### src/rtl/and_gate_arbiter_pkg.sv
// Shared types and limits for the and_gate_arbiter controller.
package and_arb_pkg;

  localparam int unsigned MAX_NUM_REQ      = 16;
  localparam int unsigned MAX_GATE_LATENCY = 8;
  // Wide enough to hold the largest gate latency loaded into the wait counter.
  localparam int unsigned CNT_W            = $clog2(MAX_GATE_LATENCY + 1);

  typedef enum logic [1:0] {
    IDLE = 2'd0,
    WAIT = 2'd1,
    RESP = 2'd2
  } state_e;

endpackage

### src/rtl/and_gate_arbiter_if.sv
// Requester-side request/response bundle for and_gate_arbiter.
interface and_gate_arbiter_if #(
  parameter int unsigned INPUT_WIDTH = 1,
  parameter int unsigned NUM_REQ     = 4
);

  logic [NUM_REQ-1:0]             req_valid_in;
  logic [NUM_REQ*INPUT_WIDTH-1:0] req_a_in;
  logic [NUM_REQ*INPUT_WIDTH-1:0] req_b_in;
  logic [NUM_REQ-1:0]             req_ready_out;
  logic [NUM_REQ-1:0]             rsp_valid_out;
  logic [NUM_REQ-1:0]             rsp_ready_in;
  logic [INPUT_WIDTH-1:0]         rsp_c_out;

  // Requester side
  modport master (
    output req_valid_in, req_a_in, req_b_in, rsp_ready_in,
    input  req_ready_out, rsp_valid_out, rsp_c_out
  );

  // Controller side
  modport slave (
    input  req_valid_in, req_a_in, req_b_in, rsp_ready_in,
    output req_ready_out, rsp_valid_out, rsp_c_out
  );

endinterface

### src/rtl/and_gate_arbiter_rr_arbiter.sv
// Combinational round-robin picker: the requester at ptr wins first,
// then ascending indices with wrap-around.
module and_rr_arbiter #(
  parameter  int unsigned NUM_REQ = 4,
  localparam int unsigned IDX_W   = (NUM_REQ > 1) ? $clog2(NUM_REQ) : 1
) (
  input  logic [NUM_REQ-1:0] req,
  input  logic [IDX_W-1:0]   ptr,
  output logic [NUM_REQ-1:0] grant,
  output logic [IDX_W-1:0]   idx
);

  // Scan from the pointer, take the first active request.
  always_comb begin
    logic              found;
    logic [IDX_W-1:0]  p;
    int unsigned       pos;
    grant = '0;
    idx   = '0;
    found = 1'b0;
    p     = '0;
    pos   = 0;
    for (int unsigned off = 0; off < NUM_REQ; off++) begin
      pos = 32'(ptr) + off;
      if (pos >= NUM_REQ) pos = pos - NUM_REQ;
      p = IDX_W'(pos);
      if (!found && req[p]) begin
        found    = 1'b1;
        grant[p] = 1'b1;
        idx      = p;
      end
    end
  end

endmodule

### src/rtl/and_gate_arbiter.sv
// Shares one registered AND gate among NUM_REQ requesters: round-robin
// grant, wait out the gate latency, return the result with valid/ready.
// Optional feature: define AND_ARB_TXN_CNT_EN to add a saturating
// response-handshake counter on txn_count_out.
module and_gate_arbiter
  import and_arb_pkg::*;
#(
  parameter int unsigned INPUT_WIDTH  = 1,
  parameter int unsigned NUM_REQ      = 4,
  parameter int unsigned GATE_LATENCY = 1
) (
  input  logic                   clock_in,
  input  logic                   reset_n_in,
  and_gate_arbiter_if.slave      bus,
  output logic [INPUT_WIDTH-1:0] gate_a_out,
  output logic [INPUT_WIDTH-1:0] gate_b_out,
  input  logic [INPUT_WIDTH-1:0] gate_c_in,
`ifdef AND_ARB_TXN_CNT_EN
  output logic [15:0]            txn_count_out,
`endif
  output logic                   busy_out
);

  localparam int unsigned IDX_W = (NUM_REQ > 1) ? $clog2(NUM_REQ) : 1;

  // Reject out-of-range configurations at elaboration.
  if (NUM_REQ < 2 || NUM_REQ > MAX_NUM_REQ) begin : g_bad_num_req
    $error("and_gate_arbiter: NUM_REQ out of range");
  end
  if (GATE_LATENCY < 1 || GATE_LATENCY > MAX_GATE_LATENCY) begin : g_bad_latency
    $error("and_gate_arbiter: GATE_LATENCY out of range");
  end

  state_e                 state_q, state_d;
  logic [IDX_W-1:0]       ptr_q, ptr_d;
  logic [IDX_W-1:0]       gidx_q, gidx_d;
  logic [CNT_W-1:0]       cnt_q, cnt_d;
  logic [INPUT_WIDTH-1:0] a_q, a_d, b_q, b_d, c_q, c_d;
  logic [NUM_REQ-1:0]     rsp_v_q, rsp_v_d;
  logic                   busy_q, busy_d;
  logic [NUM_REQ-1:0]     rr_grant;
  logic [IDX_W-1:0]       rr_idx;
  logic                   req_hs;
  logic                   rsp_hs;

  logic [INPUT_WIDTH-1:0] req_a [NUM_REQ];
  logic [INPUT_WIDTH-1:0] req_b [NUM_REQ];

  // Unpack the flat operand buses into per-requester slices.
  for (genvar i = 0; i < NUM_REQ; i++) begin : g_unpack
    assign req_a[i] = bus.req_a_in[i*INPUT_WIDTH +: INPUT_WIDTH];
    assign req_b[i] = bus.req_b_in[i*INPUT_WIDTH +: INPUT_WIDTH];
  end

  and_rr_arbiter #(.NUM_REQ(NUM_REQ)) u_rr (
    .req   (bus.req_valid_in),
    .ptr   (ptr_q),
    .grant (rr_grant),
    .idx   (rr_idx)
  );

  // Grant is offered only while idle; it may follow the requester's own valid.
  assign bus.req_ready_out = (state_q == IDLE) ? rr_grant : '0;
  assign req_hs            = |(bus.req_valid_in & bus.req_ready_out);
  assign rsp_hs            = (state_q == RESP) && bus.rsp_ready_in[gidx_q];

  assign bus.rsp_valid_out = rsp_v_q;
  assign bus.rsp_c_out     = c_q;
  assign gate_a_out        = a_q;
  assign gate_b_out        = b_q;
  assign busy_out          = busy_q;

  // Next-state and registered-output logic.
  always_comb begin
    state_d = state_q;
    ptr_d   = ptr_q;
    gidx_d  = gidx_q;
    cnt_d   = cnt_q;
    a_d     = a_q;
    b_d     = b_q;
    c_d     = c_q;
    rsp_v_d = rsp_v_q;
    busy_d  = busy_q;
    case (state_q)
      IDLE: begin
        if (req_hs) begin
          gidx_d  = rr_idx;
          a_d     = req_a[rr_idx];
          b_d     = req_b[rr_idx];
          cnt_d   = CNT_W'(GATE_LATENCY);
          busy_d  = 1'b1;
          state_d = WAIT;
        end
      end
      WAIT: begin
        if (cnt_q == '0) begin
          c_d     = gate_c_in;
          rsp_v_d = NUM_REQ'(1) << gidx_q;
          state_d = RESP;
        end else begin
          cnt_d = cnt_q - CNT_W'(1);
        end
      end
      RESP: begin
        if (rsp_hs) begin
          rsp_v_d = '0;
          busy_d  = 1'b0;
          ptr_d   = (gidx_q == IDX_W'(NUM_REQ - 1)) ? '0 : gidx_q + IDX_W'(1);
          state_d = IDLE;
        end
      end
      default: state_d = IDLE;
    endcase
  end

  // State and datapath registers.
  always_ff @(posedge clock_in or negedge reset_n_in) begin
    if (!reset_n_in) begin
      state_q <= IDLE;
      ptr_q   <= '0;
      gidx_q  <= '0;
      cnt_q   <= '0;
      a_q     <= '0;
      b_q     <= '0;
      c_q     <= '0;
      rsp_v_q <= '0;
      busy_q  <= 1'b0;
    end else begin
      state_q <= state_d;
      ptr_q   <= ptr_d;
      gidx_q  <= gidx_d;
      cnt_q   <= cnt_d;
      a_q     <= a_d;
      b_q     <= b_d;
      c_q     <= c_d;
      rsp_v_q <= rsp_v_d;
      busy_q  <= busy_d;
    end
  end

`ifdef AND_ARB_TXN_CNT_EN
  logic [15:0] txn_q, txn_d;

  // Saturating count of completed response handshakes.
  always_comb begin
    txn_d = txn_q;
    if (rsp_hs && (txn_q != 16'hFFFF)) txn_d = txn_q + 16'd1;
  end

  // Transaction counter register.
  always_ff @(posedge clock_in or negedge reset_n_in) begin
    if (!reset_n_in) txn_q <= '0;
    else             txn_q <= txn_d;
  end

  assign txn_count_out = txn_q;
`endif

endmodule

### src/flat_wrapper.sv
// flat-port wrapper written by rule: the top's interface ports become plain ports
module and_gate_arbiter_flat import and_arb_pkg::*;
#(
  parameter int unsigned INPUT_WIDTH  = 1,
  parameter int unsigned NUM_REQ      = 4,
  parameter int unsigned GATE_LATENCY = 1
)
  (clock_in, reset_n_in, gate_a_out, gate_b_out, gate_c_in, busy_out, bus_req_valid_in, bus_req_a_in, bus_req_b_in, bus_rsp_ready_in, bus_req_ready_out, bus_rsp_valid_out, bus_rsp_c_out);
  and_gate_arbiter_if #(.INPUT_WIDTH(INPUT_WIDTH), .NUM_REQ(NUM_REQ)) bus_i ();
  input  logic clock_in;
  input  logic reset_n_in;
  output logic [INPUT_WIDTH-1:0] gate_a_out;
  output logic [INPUT_WIDTH-1:0] gate_b_out;
  input  logic [INPUT_WIDTH-1:0] gate_c_in;
  output logic busy_out;
  input wire logic [$bits(bus_i.req_valid_in)-1:0] bus_req_valid_in;
  input wire logic [$bits(bus_i.req_a_in)-1:0] bus_req_a_in;
  input wire logic [$bits(bus_i.req_b_in)-1:0] bus_req_b_in;
  input wire logic [$bits(bus_i.rsp_ready_in)-1:0] bus_rsp_ready_in;
  output wire logic [$bits(bus_i.req_ready_out)-1:0] bus_req_ready_out;
  output wire logic [$bits(bus_i.rsp_valid_out)-1:0] bus_rsp_valid_out;
  output wire logic [$bits(bus_i.rsp_c_out)-1:0] bus_rsp_c_out;
  assign bus_i.req_valid_in = bus_req_valid_in;
  assign bus_i.req_a_in = bus_req_a_in;
  assign bus_i.req_b_in = bus_req_b_in;
  assign bus_i.rsp_ready_in = bus_rsp_ready_in;
  assign bus_req_ready_out = bus_i.req_ready_out;
  assign bus_rsp_valid_out = bus_i.rsp_valid_out;
  assign bus_rsp_c_out = bus_i.rsp_c_out;
  and_gate_arbiter #(.INPUT_WIDTH(INPUT_WIDTH), .NUM_REQ(NUM_REQ), .GATE_LATENCY(GATE_LATENCY)) u_core (.clock_in(clock_in), .reset_n_in(reset_n_in), .bus(bus_i), .gate_a_out(gate_a_out), .gate_b_out(gate_b_out), .gate_c_in(gate_c_in), .busy_out(busy_out));
endmodule
### config.mk
export PLATFORM = sky130hd
export DESIGN_NAME = and_gate_arbiter_flat
export DESIGN_NICKNAME = d
export VERILOG_FILES = /design/src/rtl/and_gate_arbiter_pkg.sv /design/src/rtl/and_gate_arbiter_if.sv /design/src/rtl/and_gate_arbiter_rr_arbiter.sv /design/src/rtl/and_gate_arbiter.sv /design/src/flat_wrapper.sv
export SDC_FILE = /design/constraint.sdc
export NUM_CORES = 1
export LEC_CHECK = 0
export CAP_MARGIN = 20
export CORE_MARGIN = 2
export CORE_UTILIZATION = 35
export DETAILED_ROUTE_END_ITERATION = 6
export GPL_TIMING_DRIVEN = 1
export SLEW_MARGIN = 5
export SYNTH_ARGS = -nofsm -noshare
export SYNTH_HDL_FRONTEND = slang
export SYNTH_SLANG_ARGS = --single-unit
### constraint.sdc
create_clock -name clock_in -period 5.8 [get_ports clock_in]
set_input_delay 0.87 -clock clock_in [delete_from_list [all_inputs] [get_ports clock_in]]
set_output_delay 0.87 -clock clock_in [all_outputs]
set_load 0.01 [all_outputs]
; After elaboration in Yosys (flattened, before gate mapping)
; Cells that the tools add are included.
; W data, S select, Z words.
[op_classes]
addsub = 9
n_mul = 0
div = 0
n_lt_le_gt_ge = 14
eq_ne = 7
n_shift = 1
muxes = 54
n_bitwise = 5
n_reduce_logical = 24
[ops]
columns = cell, n
row1 = $mux W4, 9
row2 = $mux W2, 12
row3 = $mux W1, 18
row4 = $pmux W4 S2, 2
row5 = $lt A2 B3 Y1 const B, 5
row6 = $bmux W1 S2, 7
row7 = $ge A3 B3 Y1 const B, 4
row8 = $or A4 B4 Y4, 3
row9 = $reduce_and A3 Y1, 4
row10 = $demux W1 S2, 4
row11 = $ge A2 B1 Y1 const B, 4
row12 = $logic_and A1 B1 Y1, 8
row13 = $sub A2 B1 Y2 const B, 4
row14 = $add A2 B2 Y3 const B, 2
row15 = $ne A2 B1 Y1 const B, 3
row16 = $pmux W2 S3, 1
row17 = $reduce_and A2 Y1, 3
row18 = $reduce_bool A2 Y1, 3
row19 = $and A4 B4 Y4, 1
row20 = $eq A2 B2 Y1 const B, 2
row21 = $logic_not A4 Y1, 1
row22 = $reduce_or A4 Y1, 1
row23 = $shl A1 B2 Y4 const A, 1
row24 = $sub A4 B1 Y4 const B, 1
row25 = other kinds (9), 11
[totals]
register_bits = 18
latch_bits = 0
ramBits = 0
romBits = 0
inputBits = 19
out_inout_bits = 12
elab_cells = 123
memories = 0

; Longest topological paths before layout
[logic_depth]
depth_word = 19
mapped_depth = 11
ltp_nobuf = 9

; Modules after synthesis
; A second synthesis with hierarchy kept.
[unflattened]
cells_unflattened = 151
hier_area_um2 = 1535.2
[modules_own_cells]
columns = module, instances, cells_per_inst, area_each_um2, seq_area_each_um2
row1 = and_gate_arbiter, 1, 86, 1046.0, 450.4
row2 = and_rr_arbiter, 1, 65, 489.2, 0.0

; Worst setup path before layout
; OpenSTA, ideal clock, no wires.
[synth_timing]
path_type = input port to output port
start = in bus_req_valid_in[0]
end = out bus_req_ready_out[3]
arrival_time_ps = 2261
required_time_ps = 4930
setup_slack_ps = 2669
stages = 6
n_path_buf = 1
path_cell_list = clkbuf_1 -> mux4_2 -> nand3b_1 -> a2bb2oi_1 -> a21oi_1 -> nor3_1
[synth_between]
elab_chain_cells = 13
word_cells_on_any_way = 25
classes_between = mux: 16 / bitwise: 3 / reduce/logical: 6
[synth_rtl]
columns = item, line_no
row1 = from (decl), flat_wrapper.sv:16  ; input wire logic [$bits(bus_i.req_valid_in)-1:0] bus_req_valid_in;
row2 = $bmux W1 S2, and_gate_arbiter_rr_arbiter.sv:27  ; if (!found && req[p]) begin
row3 = $mux W1 (implied by the code), and_gate_arbiter_rr_arbiter.sv:27
row4 = $mux W1, and_gate_arbiter_rr_arbiter.sv:27
row5 = $logic_not A1 Y1, and_gate_arbiter_rr_arbiter.sv:27
row6 = $logic_and A1 B1 Y1, and_gate_arbiter_rr_arbiter.sv:27
row7 = $mux W1, and_gate_arbiter_rr_arbiter.sv:27
row8 = $logic_not A1 Y1, and_gate_arbiter_rr_arbiter.sv:27
row9 = $logic_and A1 B1 Y1, and_gate_arbiter_rr_arbiter.sv:27
row10 = $mux W1, and_gate_arbiter_rr_arbiter.sv:27
row11 = $logic_not A1 Y1, and_gate_arbiter_rr_arbiter.sv:27
row12 = $logic_and A1 B1 Y1, and_gate_arbiter_rr_arbiter.sv:27
row13 = $mux W4 (*), and_gate_arbiter_rr_arbiter.sv:27
row14 = $mux W4 (*), and_gate_arbiter.sv:63  ; assign bus.req_ready_out = (state_q == IDLE) ? rr_grant : '0;
row15 = to (decl), flat_wrapper.sv:20  ; output wire logic [$bits(bus_i.req_ready_out)-1:0] bus_req_ready_out;
; Every way passes the cells marked *; elsewhere a longest branch is shown, timed or not. The select of a mux whose other input is x is not followed.

; Worst setup path in the final report
[layout_timing]
start = reg u_core.ptr_q[0]
end = out bus_req_ready_out[3]
[layout_between]
elab_chain_cells = 15
word_cells_on_any_way = 60
classes_between = add/sub: 7 / order compare: 12 / mux: 28 / bitwise: 3 / reduce/logical: 10
[layout_rtl]
columns = item, line_no
row1 = from (decl), and_gate_arbiter.sv:35  ; logic [IDX_W-1:0] ptr_q, ptr_d;
row2 = from (signal assigned), and_gate_arbiter.sv:130  ; ptr_q <= ptr_d;
row3 = "parallel branches: the longest is 13 deep, another holds $add A2 B1 Y3", n/a
row4 = $mux W4 (*), and_gate_arbiter_rr_arbiter.sv:27
row5 = $mux W4 (*), and_gate_arbiter.sv:63
; Every way passes the cells marked *. The select of a mux whose other input is x is not followed.

==> flow_results.org <==
** Status
- The flow ran to the end, and the final reports show no timing, DRC or antenna violations.

** Final layout
- The top cell types in the final layout, fill and taps aside, are sky130_fd_sc_hd__clkdlybuf4s50_1, sky130_fd_sc_hd__dfrtp_1, sky130_fd_sc_hd__nand2_1.
- Final standard cell count with taps included and fillers excluded :: 227
- Cells fill 45.5% of the core in the end.
- At the end of the flow, the number of nets in the layout was 211.
- Area Overhead vs Synth :: 24.7%
- Leaving out fill and tap cells, the most frequent cell in the layout is sky130_fd_sc_hd__clkdlybuf4s50_1.
- Non-Filler Cell Area, Final :: 1820 um2
- Cells with a size suffix above 1 make up 9.04% of the layout.
- The repair_antennas step left the layout with diodes totalling 0.

** Setup path
- Reg2Reg Capture Point :: u_core.gate_b_out$_DFFE_PN0P_
- At the worst endpoint, the arrival time is 3420 ps.
- Kind of critical path :: flop to primary output
- The startpoint identified for the worst register-to-register timing path is u_core.ptr_q[0]$_DFFE_PN0P_.
- Worst-path fanout max :: 19
- Register-to-register setup slack :: 2310 ps
- Critical path capture point type :: primary output
- STA puts the critical path data required time at 4930 ps.
- STA classifies the critical path startpoint as a flop.
- Depth of the worst register-to-register path :: 9

** Clock tree
- Clock tree from TritonCTS :: yes
- Post-CTS Hold Buffers :: 0
- TritonCTS created 3 clock buffers.
- For this design, the sink count on the clock tree is 18.
- No sink is reached through more buffers than the 2 on the longest clock path.
- Number of instances resized during post-cts repair :: 0
- CTS built an H-tree with a depth of 1.
- Total setup buffers inserted after CTS :: 0
- The root buffer cell chosen for the clock tree is sky130_fd_sc_hd__clkbuf_8.
- After clock tree synthesis, the clock-pin slew on the worst setup and hold paths is 70 ps.
- Clock latency on the worst-skew pair, taken at its later pin, is 250 ps.

** Global route
- Final global-route overflow total :: 0
- Total track usage :: 15.2%
- The initial antenna violation count came to 0.
- Number of global-route vias before repair :: 1210
- The first global-routing pass estimated 5400 um of wire.
- Entering global routing, the biggest net connects 20 pins.

** Detailed routing
- Detailed-route vias per instance :: 5.57
- For this run, design rule violations remaining after detail routing come to 0.
- After detailed routing, the total wire length is 3270 um.
- The detailed router placed 1264 vias in this run.
- First-pass iteration count of the detailed router :: 4
- Detail-routed net length per standard cell :: 14.4 um
- In this run the remaining antenna-violating nets after routing total 0.
- After the first detailed-routing iteration, the DRC count stood at 71.

** Place
- Including well taps, the total number of placed cells is 224.
- Placed cell area :: 1780 um2
- Port Buffer Count :: 30
- Detailed placement finished with a half-perimeter wire length of 2540 um.
- The congestion estimate from routability-driven global placement came to 0.913.

** STA
- Tcrit/Tclk final :: 73.9%
- Number of pins exceeding their max-slew limit in the final report :: 0
- Setup total negative slack on the finished layout was measured at 0 ps.
- Highest attainable clock frequency :: 0.233 GHz
- Max_slew headroom :: 44.1%
- Time the worst path needs with I/O delays and setup :: 4290 ps
- Across the routed clock network, the largest skew measured is 5.03 ps.
- Endpoints failing setup :: 0
- RSZ-0062 raised after global routing :: no
- Worst Max-Slew Pin Slew :: 836 ps
- Final hold violations :: 0

** Hold path
- Along the worst hold path, the cell count comes to 1.
- The min-delay analysis places its worst path in the category flop to flop.
- The worst hold path begins at u_core.busy_out$_DFFE_PN0P_.
- Destination of the worst hold path :: u_core.busy_out$_DFFE_PN0P_

** Floorplan
- Num rows :: 23
- Standard cell core area :: 4000 um2
- Chip width :: 68.6 um
- The die covers 4710 um2.
- Total I/O pin count :: 31
- Floorplan die height :: 68.6 um
- Starting Density :: 36.5%

** Synthesis
- Number of distinct library cell variants in the gate-level netlist after synthesis :: 37
- Summing the sequential cell areas from Yosys gives 30.8% of the chip area.
- Synth Warn # :: 0
- The synthesized design contains 18 register bits.
- The number of nets in the synthesized netlist is 185.
- The cell count after synthesis came out at 153.
- Post-synthesis cell area :: 1460 um2
- In this run the mean area of a mapped cell was 9.55 um2.

** Power
- VDD sags by at most 0.281 mV.
- For this design the static power due to leakage is 0.807 nW.
- Power spread over the standard cell area amounts to 518 nW/um2.
- Tot Pwr :: 0.000943 W

** Flow run
- Max-cap check violation count :: 0
==> final cells by class <==
| class | instances | area [um2] |
|---|---|---|
| Tap cell | 50 | 62.6 |
| Inverter | 8 | 30.0 |
| Clock buffer | 3 | 41.3 |
| Fill cell | 380 | 2180 |
| Multi-Input combinational cell | 118 | 937 |
| Sequential cell | 18 | 450 |
| Timing Repair Buffer | 30 | 300 |
==> cells by family after synthesis <==
| logic type | share of synthesized area (%) |
|---|---|
| AO/OA/AOI/OAI | 16.1 |
| adder cells (fa/ha/maj) | 11.1 |
| buffers and inverters | 5.05 |
| flip-flops | 30.8 |
| multiplexers | 17.4 |
| AND/OR/NAND/NOR | 19.5 |
==> cells in the mapped netlist (all sizes together) <==
cell type,instances,share of area (%)
dfrtp,18,31
nand2,17,4.4
ha,13,11
a21oi,11,3.8
mux2i,10,6.8
inv,8,2.1
nor3,8,2.7
clkbuf,6,1.5
nor2,6,1.5
mux2,5,4.4
nand3,5,1.7
o21ai,5,1.7
a2bb2oi,4,2.8
mux4,4,6.2
nand3b,4,2.1
nor3b,4,2.8
buf,3,1.5
o31ai,3,1.5
a21o,2,1.0
a22oi,2,1.0
and3b,2,1.2
nand2b,2,0.86
nor2b,2,1.4
o22ai,2,0.86
a2111oi,1,0.60
a211o,1,0.60
a221oi,1,0.60
a222oi,1,0.68
and3,1,0.43
nand4,1,0.43
o211ai,1,0.86
==> worst max-delay path by stage <==
| stage | start | endpoint | slack (ps) | cells past startpoint |
|---|---|---|---|---|
| after floorplan | bus_req_valid_in[0] | bus_req_ready_out[3] | 2670 | 6 |
| after global placement | bus_req_valid_in[2] | bus_req_ready_out[3] | 1700 | 7 |
| after detailed placement | bus_req_valid_in[2] | bus_req_ready_out[3] | 1570 | 7 |
| after CTS | u_core.ptr_q[0]$_DFFE_PN0P_ | bus_req_ready_out[3] | 1550 | 8 |
| after global routing | u_core.ptr_q[0]$_DFFE_PN0P_ | bus_req_ready_out[3] | 1310 | 8 |
| final | u_core.ptr_q[0]$_DFFE_PN0P_ | bus_req_ready_out[3] | 1510 | 8 |
==> metal layers <==
layer  vias up  track usage, %  wire (um)  part of all wire, %
li1        603               -          -                    -
met1       621            18.8       1410                   43
met2        38            26.1       1670                   51
met3         2            4.22        186                  5.7
met4         0            3.25         13                 0.40
met5         -               0          0                    0
==> sequential cells by signal, summed over array words and instances (netlist names) <==
name,flops
u_core.bus.rsp_c_out,1
u_core.bus.rsp_valid_out,4
u_core.busy_out,1
u_core.cnt_q,4
u_core.gate_a_out,1
u_core.gate_b_out,1
u_core.gidx_q,2
u_core.ptr_q,2
u_core.state_q,2
==> per-stage QoR <==
stage          hold WS (ps)  setup WS, ps
6_report                485          1510
5_1_grt                 522          1310
4_1_cts                 489          1550
3_5_place_dp            477          1570
3_3_place_gp            460          1700
2_1_floorplan           449          2670
==> power by group <==
part | total [W] | internal (W) | switching (W)
Sequential | 0.000258 | 0.000179 | 0.0000781
Clock | 0.0000861 | 0.0000461 | 0.0000400
Combinational | 0.000599 | 0.000309 | 0.000290
==> worst max-delay path, cell delays in order (launching register included) <==
cell and delay [ps]:
sky130_fd_sc_hd__dfrtp_1 780, sky130_fd_sc_hd__inv_1 210, sky130_fd_sc_hd__ha_1 440, sky130_fd_sc_hd__mux4_2 450, sky130_fd_sc_hd__nand3b_1 220, sky130_fd_sc_hd__a2bb2oi_1 250
sky130_fd_sc_hd__a21oi_1 80, sky130_fd_sc_hd__nor3_1 160, sky130_fd_sc_hd__clkdlybuf4s50_1 570
Power figures use the tool's default switching activity.
